[src/rtl/gcd_pkg.sv]
`default_nettype none
// ============================================================================
//  Module      : gcd_pkg
//  Description : Shared types and defaults for the GCD host sequencer.
//  Revision    : 1.0  initial release
// ============================================================================
package gcd_pkg;

  // Default operand/result width, matching the GCD datapath bus
  localparam int GCD_W       = 16;
  // Default number of WAIT cycles before a hung unit is abandoned
  localparam int GCD_TIMEOUT = 1023;

  // Host sequencer states, in the order a unit job walks through them
  typedef enum logic [2:0] {
    ST_IDLE  = 3'd0,
    ST_START = 3'd1,
    ST_LDA   = 3'd2,
    ST_LDB   = 3'd3,
    ST_WAIT  = 3'd4,
    ST_RESP  = 3'd5,
    ST_CLR   = 3'd6
  } gcd_host_state_t;

endpackage : gcd_pkg
`default_nettype wire

[src/rtl/gcd_timeout_ctr.sv]
`default_nettype none
// ============================================================================
//  Module      : gcd_timeout_ctr
//  Description : Clear/enable up-counter with a terminal-count flag that fires
//                when the count reaches TIMEOUT-1.
//  Revision    : 1.0  initial release
// ============================================================================
module gcd_timeout_ctr
  import gcd_pkg::*;
#(
  parameter int TIMEOUT = GCD_TIMEOUT,
  parameter int CW      = $clog2(TIMEOUT + 1)
) (
  input  logic clk,
  input  logic rst,
  input  logic i_clr,
  input  logic i_en,
  output logic o_tc
);

  localparam logic [CW-1:0] c_TC  = CW'(TIMEOUT - 1);
  localparam logic [CW-1:0] c_ONE = CW'(1);

  logic [CW-1:0] r_count;

  // Count while enabled; clear has priority so a new wait always starts at 0
  always_ff @(posedge clk) begin
    if (rst || i_clr) begin
      r_count <= '0;
    end else if (i_en) begin
      r_count <= r_count + c_ONE;
    end
  end

  assign o_tc = (r_count == c_TC);

endmodule : gcd_timeout_ctr
`default_nettype wire

[src/rtl/gcd_host.sv]
`default_nettype none
// ============================================================================
//  Module      : gcd_host
//  Description : Host-side sequencer for the GCD datapath/controller pair.
//                Takes operand pairs on a valid/ready channel, feeds the unit
//                start/A/B serially, waits for done (with timeout), returns
//                the result on a second valid/ready channel and clears the
//                unit between jobs. Zero operands are answered locally.
//  Revision    : 1.0  initial release
// ============================================================================
module gcd_host
  import gcd_pkg::*;
#(
  parameter int WIDTH   = GCD_W,
  parameter int TIMEOUT = GCD_TIMEOUT
) (
  input  logic             clk,
  input  logic             rst,
  // upstream request channel
  input  logic             req_valid,
  output logic             req_ready,
  input  logic [WIDTH-1:0] req_a,
  input  logic [WIDTH-1:0] req_b,
  // GCD unit pins
  output logic             gcd_start,
  output logic [WIDTH-1:0] gcd_data,
  output logic             gcd_rst,
  input  logic             gcd_done,
  input  logic [WIDTH-1:0] gcd_result,
  // downstream response channel
  output logic             rsp_valid,
  input  logic             rsp_ready,
  output logic [WIDTH-1:0] rsp_gcd,
  output logic             rsp_err
);

  localparam int c_CW = $clog2(TIMEOUT + 1);

  gcd_host_state_t  r_state;
  logic [WIDTH-1:0] r_a;
  logic [WIDTH-1:0] r_b;
  logic [WIDTH-1:0] r_rsp_gcd;
  logic             r_rsp_err;
  logic             r_bypass;   // current job was answered without the unit

  logic             w_tc;
  logic             w_ctr_clr;
  logic             w_ctr_en;

  // The wait budget restarts as B is loaded and runs only while waiting
  assign w_ctr_clr = (r_state == ST_LDB);
  assign w_ctr_en  = (r_state == ST_WAIT);

  gcd_timeout_ctr #(
    .TIMEOUT (TIMEOUT),
    .CW      (c_CW)
  ) u_timeout_ctr (
    .clk   (clk),
    .rst   (rst),
    .i_clr (w_ctr_clr),
    .i_en  (w_ctr_en),
    .o_tc  (w_tc)
  );

  // Sequencer FSM together with operand and response registers
  always_ff @(posedge clk) begin
    if (rst) begin
      r_state   <= ST_IDLE;
      r_a       <= '0;
      r_b       <= '0;
      r_rsp_gcd <= '0;
      r_rsp_err <= 1'b0;
      r_bypass  <= 1'b0;
    end else begin
      case (r_state)
        ST_IDLE: begin
          if (req_valid) begin
            r_a <= req_a;
            r_b <= req_b;
            if ((req_a != '0) && (req_b != '0)) begin
              r_bypass <= 1'b0;
              r_state  <= ST_START;
            end else begin
              // gcd(0,x) = x and gcd(0,0) = 0, so a|b is the answer
              r_bypass  <= 1'b1;
              r_rsp_gcd <= req_a | req_b;
              r_rsp_err <= 1'b0;
              r_state   <= ST_RESP;
            end
          end
        end
        ST_START: r_state <= ST_LDA;
        ST_LDA:   r_state <= ST_LDB;
        ST_LDB:   r_state <= ST_WAIT;
        ST_WAIT: begin
          // done takes priority over a timeout in the same cycle
          if (gcd_done) begin
            r_rsp_gcd <= gcd_result;
            r_rsp_err <= 1'b0;
            r_state   <= ST_RESP;
          end else if (w_tc) begin
            r_rsp_gcd <= '0;
            r_rsp_err <= 1'b1;
            r_state   <= ST_RESP;
          end
        end
        ST_RESP: begin
          if (rsp_ready) begin
            r_state <= r_bypass ? ST_IDLE : ST_CLR;
          end
        end
        ST_CLR:  r_state <= ST_IDLE;
        default: r_state <= ST_IDLE;
      endcase
    end
  end

  // Serial data bus: 0 with start, then A, then B, otherwise idle at 0
  always_comb begin
    gcd_data = '0;
    case (r_state)
      ST_LDA:  gcd_data = r_a;
      ST_LDB:  gcd_data = r_b;
      default: gcd_data = '0;
    endcase
  end

  assign req_ready = (r_state == ST_IDLE);
  assign gcd_start = (r_state == ST_START);
  assign rsp_valid = (r_state == ST_RESP);
  assign rsp_gcd   = r_rsp_gcd;
  assign rsp_err   = r_rsp_err;
  // The unit is cleared after every unit job and whenever the host resets
  assign gcd_rst   = rst | (r_state == ST_CLR);

endmodule : gcd_host
`default_nettype wire

[config.mk]
export PLATFORM = sky130hd
export DESIGN_NAME = gcd_host
export DESIGN_NICKNAME = d
export VERILOG_FILES = /design/src/rtl/gcd_pkg.sv /design/src/rtl/gcd_timeout_ctr.sv /design/src/rtl/gcd_host.sv
export SDC_FILE = /design/constraint.sdc
export NUM_CORES = 1
export LEC_CHECK = 0
export CAP_MARGIN = 10
export CORE_AREA = 2 2 64 111
export DETAILED_ROUTE_END_ITERATION = 10
export DIE_AREA = 0 0 66 113
export MAX_ROUTING_LAYER = met4
export PLACE_DENSITY_LB_ADDON = 0.15
export SLEW_MARGIN = 20
export SYNTH_ARGS = -nofsm -noshare
export SYNTH_HDL_FRONTEND = slang
export SYNTH_SLANG_ARGS = --single-unit
[constraint.sdc]
create_clock -name clk -period 2.05 [get_ports clk]
set_input_delay 0.41 -clock clk [delete_from_list [all_inputs] [get_ports clk]]
set_output_delay 0.41 -clock clk [all_outputs]
set_load 0.02 [all_outputs]
# --- Yosys cells after proc, flatten, opt, wreduce, memory -nomap -nowiden ---
# Cells that the tools add are included.
# W data, S select, Z words.
totals:
  wordCells: 49
  output_inout_bits: 37
  inputBits: 53
  register_bits: 63
op_classes:
  n_reduce_logical: 9
  eq_ne: 11
  n_bitwise: 2
  addsub: 1
  muxes: 19
ops:
  columns: ["op", "count"]
  rows:
  - ["$mux W16", 4]
  - ["$pmux W16 S2", 2]
  - ["$reduce_bool A16 Y1", 2]
  - ["$mux W3", 6]
  - ["$pmux W3 S6", 1]
  - ["$or A16 B16 Y16", 1]
  - ["$add A10 B1 Y10 const B", 1]
  - ["$eq A10 B10 Y1 const B", 1]
  - ["$eq A3 B3 Y1 const B", 3]
  - ["$eq A3 B2 Y1 const B", 2]
  - ["$mux W1", 5]
  - ["$ne A2 B2 Y1 const B", 2]
  - ["$reduce_and A4 Y1", 1]
  - ["$eq A3 B1 Y1 const B", 1]
  - ["$logic_not A3 Y1", 1]
  - ["$ne A3 B3 Y1 const B", 1]
  - ["$reduce_and A3 Y1", 1]
  - ["$ne A2 B1 Y1 const B", 1]
  - ["$pmux W1 S2", 1]
  - ["$reduce_and A2 Y1", 1]
  - ["$reduce_bool A2 Y1", 1]
  - ["$logic_and A1 B1 Y1", 1]
  - ["$logic_or A1 B1 Y1", 1]
  - ["$or A1 B1 Y1", 1]

# --- Logic depth before layout (Yosys ltp) ---
# Gate-level depths: netlist of run 1.
logic_depth:
  ltp_word: 5
  ltp_mapped: 9
  depth_no_buf: 7

# --- Modules after synthesis ---
# A second synthesis of run 1 with hierarchy kept.
unflattened:
  cells_unflattened: 415
  area_unflattened_um2: 3311.9
by_module_without_submodules:
  columns: ["mod", "n_inst", "cells_per_inst", "area_each_um2", "seq_area_each_um2"]
  rows:
  - ["gcd_host", 1, 363, 2844.0, 1061.0]
  - ["gcd_timeout_ctr", 1, 52, 467.9, 200.2]

# --- Worst setup path after synthesis of run 1 ---
# No wires, ideal clock.
synth_path:
  path_kind: "reg-to-output"
  from: "register r_state[2]"
  to: "output gcd_data[0]"
  required_time_ps: 1640
  path_stages_with_launch: 7
  t_arrival_ps: 1356
  path_slack_ps: 284
  cell_sequence: "dfxtp_1 -> buf_6 -> inv_1 -> and3_1 -> buf_2 -> clkbuf_1 -> a22o_1"
synth_via:
  elab_chain_cells: 2
synth_rtl:
  columns: ["item", "line_no", "source"]
  rows:
  - ["from (decl)", "gcd_host.sv:39", "gcd_host_state_t r_state;"]
  - ["from (signal assigned)", "gcd_host.sv:109", "r_state <= r_bypass ? ST_IDLE : ST_CLR;"]
  - ["$eq A3 B2 Y1", "gcd_host.sv:121", "case (r_state)"]
  - ["$pmux W16 S2 (*)", "gcd_host.sv:121", null]
  - ["to (decl)", "gcd_host.sv:26", "output logic [WIDTH-1:0] gcd_data,"]
# Every way passes the cells marked *; elsewhere a longest branch is shown, timed or not.

# --- Final worst setup path of run 1 ---
layout_path:
  from: "register r_state[0]"
  to: "output gcd_data[13]"
# Same word-level chain as after synthesis.

==> results by group, run 1 <==
STA
  – Rel. slew slack: a little over three fifths
  – Hold slack final: 0.4062 ns
  – # setup viols final: 0
  – Worst-margin pin slew: 0.5504 ns
  – Final worst-path setup slack: 0.02735 ns
  – Period utilisation layout: between 90 and 100%
  – Max Clock Skew: around 0.0060 ns
  – Final setup TNS: 0 ns
  – Tmin final: 2.023 ns
  – Slew Limit Fails: 0
  – Final Hold Violating Endpoints: 0
  – Fmax: 494.4 MHz

Drt
  – Vias/cell: approximately 5.4
  – TritonRoute pass-1 iters: 5
  – Post-route DRC: 0
  – Routed wire length: 9.448 mm
  – WL per Instance: 15.62 um
  – Starting DRT DRC Count: 175
  – Final ANT Viol Nets: 0
  – Vias: 3264

Logic synthesis
  – Main synth FF type: dfxtp_1
  – EDFF count, synth: 0
  – Netlist Area Pre-Place: about 0.003 mm2
  – Library cells used by synthesis: 40
  – Fraction of registers with async set/reset: 0%
  – Post-Syn Instances: 390
  – Synth Net Count: 445
  – Mean area per synthesized cell: 7.700 um2
  – Synth Warn #: 0
  – Sequential fraction of the synthesis area: 42.00%
  – Flops & latches, synth: 63

Critical path
  – Kind of critical path: reg2out
  – Data arrival time of the critical path: 1.61 ns
  – Worst Setup End Kind: output pin
  – Startpoint types: flip-flop
  – Critical Path RT: 1.64 ns
  – Worst Reg2Reg Path Length in Cells: 7
  – Worst Path Max Fanout: 16

Pwr
  – Flop pwr share: 32.8%
  – Net Sw Frac: 35.37%
  – PwrDens: 1047 mW/mm2
  – Clock share of power: around 28%
  – Static leakage: 1.788 nW
  – Pwr Total: 4.768 mW
  – VDD IR max: 0.0006665 V
  – P_sw: 1.686 mW
  – Internal power: ~3.1 mW
  – Logic pwr share: 39.4%

Final layout
  – Final instance area: 0.004554 mm2
  – # diodes: 0
  – Nets: 576
  – Fill count: 565
  – Register area: 0.001262 mm2
  – Share of layout cells above drive strength 1: 19.31%
  – Final Util: 69.65%
  – Area Overhead vs Synth: 51.67%
  – Finished Layout Cells: 605
  – Area occupied by multi-input gates: 0.001572 mm2

Place
  – Pre-CTS worst setup slack: -0.2790 ns
  – # placed instances: 590
  – Post-DP HPWL: 7.182 mm
  – Post-Place Cell Area: 0.004309 mm2
  – Port bufs: 89
  – RePlAce Congestion: 0.8205

Floorplan
  – Row cnt: 39
  – Full die area: 0.007458 mm2
  – # IOs: 90
  – DIE WIDTH: 66 um
  – Initial Utilization: between 40% and 50%
  – Chip height: about 110 um
  – Core Box Area: ~0.0065 mm2

Clock tree
  – Sink Count: 63
  – Root Buffer Master: clkbuf_16
  – Total CTS buffers: 9
  – H-tree depth: 3
  – CTS tree: built
  – Worst-Skew Late Latency: 0.33 ns
  – Clk slew on worst S/H paths: 0.05 ns
  – Hold-fix buffers at CTS: 0
  – Clock tree buffer depth: 2

Flow run
  – Max Cap Viol: 0

GRT
  – Remaining Overflow, GRT: 0
  – Initial antenna violation count: 0
  – Vias in the first global route: roughly 3300
  – Largest net degree at the start of global routing: between 50 and 60
  – GRT Util Overall: about 28%
  – First-pass GRT wire length: 15.12 mm

Hold path
  – Worst min path class: in2reg
  – WHS Path Cells: 3

Run status
  – Outcome: finished clean
## layout by cell type (no fill, tap or decap), drive strengths merged
cell type	netlist	final
nand2	88	88
a21oi	69	69
clkdlybuf4s50	0	68
dfxtp	63	63
buf	17	62
clkbuf	13	21
nor3	20	20
nand3	18	18
o21ai	18	18
nor2	17	17
a22o	16	16
nor4	8	8
xor2	7	7
inv	6	6
clkdlybuf4s15	0	6
dlygate4sd2	0	4
nand4	4	4
nand2b	3	3
and3	2	2
o21bai	2	2
or3	2	2
ha	2	2
clkinv	0	2
or2	2	2
and4	2	2
a211oi	2	2
nor2b	1	1
o31a	1	1
nor3b	1	1
o31ai	1	1
a31oi	1	1
and2	1	1
xnor2	1	1
a31o	1	1
a221oi	1	1
## power by group through the flow
stage	combinational (mW)	clock (mW)	sequential, mW
global route	2.04	1.40	1.58
detailed placement	1.85	0	1.58
floorplan	1.03	0	1.63
finish	1.88	1.33	1.56
CTS	1.84	1.34	1.56
global placement	1.83	0	1.57
## Yosys cell counts (2+ instances only)
master	n	area, um2
o21bai_1	2	15.01
xor2_1	7	61.31
nand2b_1	3	18.77
buf_4	3	22.52
inv_1	6	22.52
or3_1	2	12.51
nor3_1	19	95.09
nand2_1	88	330.3
and3_1	2	12.51
nand3_1	18	90.09
buf_2	11	55.05
nor2_1	17	63.81
nor4_1	7	43.79
ha_1	2	25.02
clkbuf_1	13	48.80
a22o_1	16	140.1
o21ai_0	18	90.09
dfxtp_1	63	1261
buf_6	2	22.52
a21oi_1	69	345.3
nand4_1	3	18.77
## worst paths after layout
path,startpoint,endpoint,slack [ns]
max,r_state[0],gcd_data[13],0.03
min,rst,r_state[0],0.41
max reg2reg,r_state[2],rsp_gcd[11],0.27
min reg2reg,r_b[14],r_b[14],0.45
## per-layer routing
| layer | share of wire (%) | vias to the layer above | wire, um | GRT usage, % |
|---|---|---|---|---|
| li1 | - | 1615 | - | - |
| met1 | 36 | 1511 | 3447 | 27.84 |
| met2 | 55 | 111 | 5183 | 49.76 |
| met3 | 5.1 | 27 | 486 | 4.771 |
| met4 | 3.5 | 0 | 331 | 13.88 |
| met5 | 0 | - | 0 | - |
## kinds of logic (layout without fill, tap and decap cells)
logic type      count (synthesis)  count (layout)  synth area share, %
xor+xnor                        8               8                2.333
flops                          63              63                42.00
fa+ha+maj                       2               2               0.8332
simple gates                  169             169                26.13
buf+inv                        36             169                6.375
compound gates                112             112                22.33
## sequential cells by signal, summed over array words and instances, names as in the netlist
name,count
r_a,16
u_timeout_ctr.r_count,10
r_bypass,1
r_state,3
rsp_err,1
rsp_gcd,16
r_b,16
## timing repair
item / 4_1_cts / 5_1_grt
gates cloned: 0 / 0
pin swaps: 0 / 3
buffers inserted: 0 / 2
endpoints found under the setup margin: 20 / 27
gates resized for setup: 37 / 19
## layout make-up
type	instances	area share (%)
multi-input combinational	291	34.51
timing repair buffer	150	29.48
sequential	63	27.72
clock buffer	11	5.330
tap	82	2.253
inverter	6	0.4945
clock inverter	2	0.2198
## worst max-delay path: stages, from the launching register on
cell,delay (ns)
dfxtp_1,0.33
nand2b_1,0.17
nor2_2,0.15
buf_12,0.17
a22o_1,0.19
clkdlybuf4s15_2,0.27
Power figures use the tool's default switching activity.
==> inputs of run 2 (changes only) <==
--- a/config.mk
+++ b/config.mk
@@ -5,10 +5,11 @@
 export SDC_FILE = /design/constraint.sdc
 export NUM_CORES = 1
 export LEC_CHECK = 0
+export ABC_AREA = 1
 export CAP_MARGIN = 10
-export CORE_AREA = 2 2 64 111
+export CORE_AREA = 2 2 64 112
 export DETAILED_ROUTE_END_ITERATION = 10
-export DIE_AREA = 0 0 66 113
+export DIE_AREA = 0 0 66 114
 export MAX_ROUTING_LAYER = met4
 export PLACE_DENSITY_LB_ADDON = 0.15
 export SLEW_MARGIN = 20
==> results by group, run 2 <==
Logic synthesis
  – Synth Area in XOR/XNOR: 0.8656% (-1.5 points)
  – Synth top cells by count: 80 x nor2_1, 63 x dfxtp_1, 57 x a21oi_1, 49 x inv_1, 47 x nand2_1
  – Synth Area in Simple Gates: 22.79% (-3.3 points)
  – Synth Net Count: 493 (+11%)
  – Library cells used by synthesis: 26 (-35%)
  – Largest area contributor in the netlist: dfxtp_1
  – Netlist Area Pre-Place: 0.003035 mm2 (+1.1%)
  – Post-synthesis adder-cell area fraction: 0.8244% (-0.0089 points)
  – Main synth FF type: dfxtp_1
  – Post-synth top area share: 41.55% (-0.45 points)
  – Top post-synthesis cells by area: dfxtp_1 42%, nor2_1 9.9%, a21oi_1 9.4%
  – Multiplexer area fraction after synthesis: 0% (unchanged)
  – Synth Area in Compound Gates: 23.25% (+0.91 points)
  – Flops & latches, synth: 63 (unchanged)
  – Largest family of logic cells by synthesized area: compound AO/OA/AOI/OAI gates
  – EDFF count, synth: 0 (unchanged)
  – Mean area per synthesized cell: 6.930 um2 (-10%)
  – Sequential fraction of the synthesis area: 41.55% (-0.45 points)
  – Fraction of registers with async set/reset: 0% (unchanged)
  – Top-count cell post-synth: nor2_1
  – Synth Warn #: 0 (unchanged)
  – Post-Syn Instances: 438 (+12%)

Drt
  – WL per Instance: 13.43 um (-14%)
  – Vias/cell: 5.066 (-6.1%)
  – Starting DRT DRC Count: 274 (+57%)
  – Post-route DRC: 0 (unchanged)
  – TritonRoute pass-1 iters: 4 (-1)
  – Vias: 3202 (-1.9%)
  – Routed wire length: 8.487 mm (-10%)
  – Final ANT Viol Nets: 0 (unchanged)

GRT
  – GRT Util Overall: 24.14% (-3.5 points)
  – Remaining Overflow, GRT: 0 (unchanged)
  – First-pass GRT wire length: 13.59 mm (-10%)
  – Vias in the first global route: 3058 (-6.1%)
  – Initial antenna violation count: 0 (unchanged)
  – Largest net degree at the start of global routing: 67 (+22%)

STA
  – Fmax: 507.3 MHz (+2.6%)
  – Slew Limit Fails: 0 (unchanged)
  – Period utilisation layout: 96.16% (-2.5 points)
  – Hold slack final: 0.4509 ns (+0.04466 ns)
  – Max Clock Skew: 0.005401 ns (-0.0005633 ns)
  – Tmin final: 1.971 ns (-0.05134 ns)
  – Final setup TNS: 0 ns (unchanged)
  – # setup viols final: 0 (unchanged)
  – RSZ-0062 raised after global routing: false
  – Final Hold Violating Endpoints: 0 (unchanged)
  – Rel. slew slack: 70.95% (+7.6 points)
  – Worst-margin pin slew: 0.4358 ns (-0.1147 ns)

Clock tree
  – Root Buffer Master: clkbuf_16
  – Clock tree buffer depth: 2 (unchanged)
  – Total CTS buffers: 9 (unchanged)
  – Worst-Skew Late Latency: 0.33 ns (about the same)
  – Sink Count: 63 (unchanged)
  – Clk slew on worst S/H paths: 0.05 ns (about the same)
  – H-tree depth: 3 (unchanged)
  – Hold-fix buffers at CTS: 0 (unchanged)
  – CTS tree: built

Final layout
  – # diodes: 0 (unchanged)
  – Area Overhead vs Synth: 45.14%
  – Commonest non-fill, non-tap cell in the layout: nor2_1
  – Share of layout cells above drive strength 1: 14.05% (-5.3 points)
  – Most frequent cells in the layout: 80 x nor2_1, 69 x clkdlybuf4s50_1, 63 x dfxtp_1
  – Fill count: 648 (+15%)
  – Nets: 599 (+4.0%)
  – Finished Layout Cells: 632 (+4.5%)

Place
  – RePlAce Congestion: 0.8237 (+0.39%)
  – # placed instances: 617 (+4.6%)
  – Port bufs: 89 (unchanged)
  – Post-DP HPWL: 6.234 mm (-13%)

Pwr
  – Static leakage: 1.808 nW (+1.2%)
  – PwrDens: 1176 mW/mm2 (+12%)
  – VDD IR max: 0.0007212 V (+8.2%)

Critical path
  – Worst Path Max Fanout: 16 (unchanged)
  – Critical Path RT: 1.64 ns (about the same)
  – Worst reg2reg setup slack: 0.45 ns (+0.18 ns)
  – Data arrival time of the critical path: 1.56 ns (-0.05 ns)
  – Startpoint types: flip-flop
  – Worst Setup End Kind: output pin
  – Kind of critical path: reg2out

Floorplan
  – DIE WIDTH: 66 um (unchanged)
  – Initial Utilization: 45.26% (-0.66 points)
  – Core Box Area: 0.006706 mm2 (+2.6%)
  – Full die area: 0.007524 mm2 (+0.88%)
  – Row cnt: 40 (+2.6%)
  – # IOs: 90 (unchanged)
  – Chip height: 114 um (+0.88%)

Flow run
  – Max Cap Viol: 0 (unchanged)

Hold path
  – Worst min path class: reg2reg

Run status
  – Outcome: finished clean
run 2: cell types whose count changed after synthesis, moves of 15 or more:
cell / change
a22o_1: -16
o22ai_1: +16
o21ai_0: +21
inv_1: +43
nor2_1: +63
nand2_1: -41
a31oi_1: +15
run 2: through the flow:
step                      instance area [um2]  setup WS [ns]  power (mW)  util [%]
after CTS                                4409       0.002602       5.211     65.75
after global placement                   4205       -0.05159       3.800     62.71
final                                    4405        0.07869       5.179     65.69
after detailed placement                 4205       -0.06528       3.842     62.71
after floorplan                          3035         0.2441       3.029         -
after global routing                     4405       0.001891       5.511     65.69
run 2: worst max-delay path, cell delays in order (launching register included):
cell and delay [ns]:
dfxtp_1 0.30, inv_1 0.11, nand2_1 0.09, nor2_1 0.12, inv_1 0.09, buf_12 0.15, o22ai_1 0.17, buf_2 0.19
run 2: final timing paths:
check                           cells past startpoint  startpoint           to
worst min-delay path                                2      r_b[7]       r_b[7]
worst min register to register                      2      r_b[7]       r_b[7]
worst max register to register                     10  r_state[1]   rsp_gcd[6]
worst max-delay path                                7  r_state[0]  gcd_data[0]
run 2: area by class of cell:
class	count	area, um2	area share (%)
clock buffers	15	277.8	6.305
inverters	51	191.4	4.345
multi-input cells	299	1454	33.00
flip-flops and latches	63	1261	28.63
well taps	84	105.1	2.386
repair buffers	120	1116	25.33
run 2: per-layer routing:
layer / track usage [%] / vias up / wire length [um]
li1: - / 1658 / -
met1: 26.48 / 1450 / 3398
met2: 41.89 / 77 / 4534
met3: 3.846 / 17 / 344
met4: 11.16 / 0 / 210
met5: - / - / 0
run 2: cell families (layout without fill, tap and decap cells):
kind of cell	Yosys count	count (layout)
buffers and inverters	76	186
adder cells (fa/ha/maj)	2	2
AND/OR/NAND/NOR	164	164
flip-flops	63	63
XOR/XNOR	3	3
AO/OA/AOI/OAI	130	130
run 2: report_power, final:
group / switching, mW / internal, mW
logic: 1.22 / 0.866
registers: 0.136 / 1.56
clock network: 0.491 / 0.909
total: 1.85 / 3.33
run 2: timing repair:
action / in CTS / in global routing
buffers inserted: 0 / 0
pin swaps: 0 / 1
gates resized for setup: 68 / 2
setup endpoints to repair: 20 / 9
==> inputs of run 3 (changes only) <==
--- a/config.mk
+++ b/config.mk
@@ -10,6 +10,7 @@
 export CORE_AREA = 2 2 64 112
 export DETAILED_ROUTE_END_ITERATION = 10
 export DIE_AREA = 0 0 66 114
+export GPL_TIMING_DRIVEN = 1
 export MAX_ROUTING_LAYER = met4
 export PLACE_DENSITY_LB_ADDON = 0.15
 export SLEW_MARGIN = 20
==> results of run 3 <==
Same layout as run 2: the final DEF is identical, and so are final timing and power.
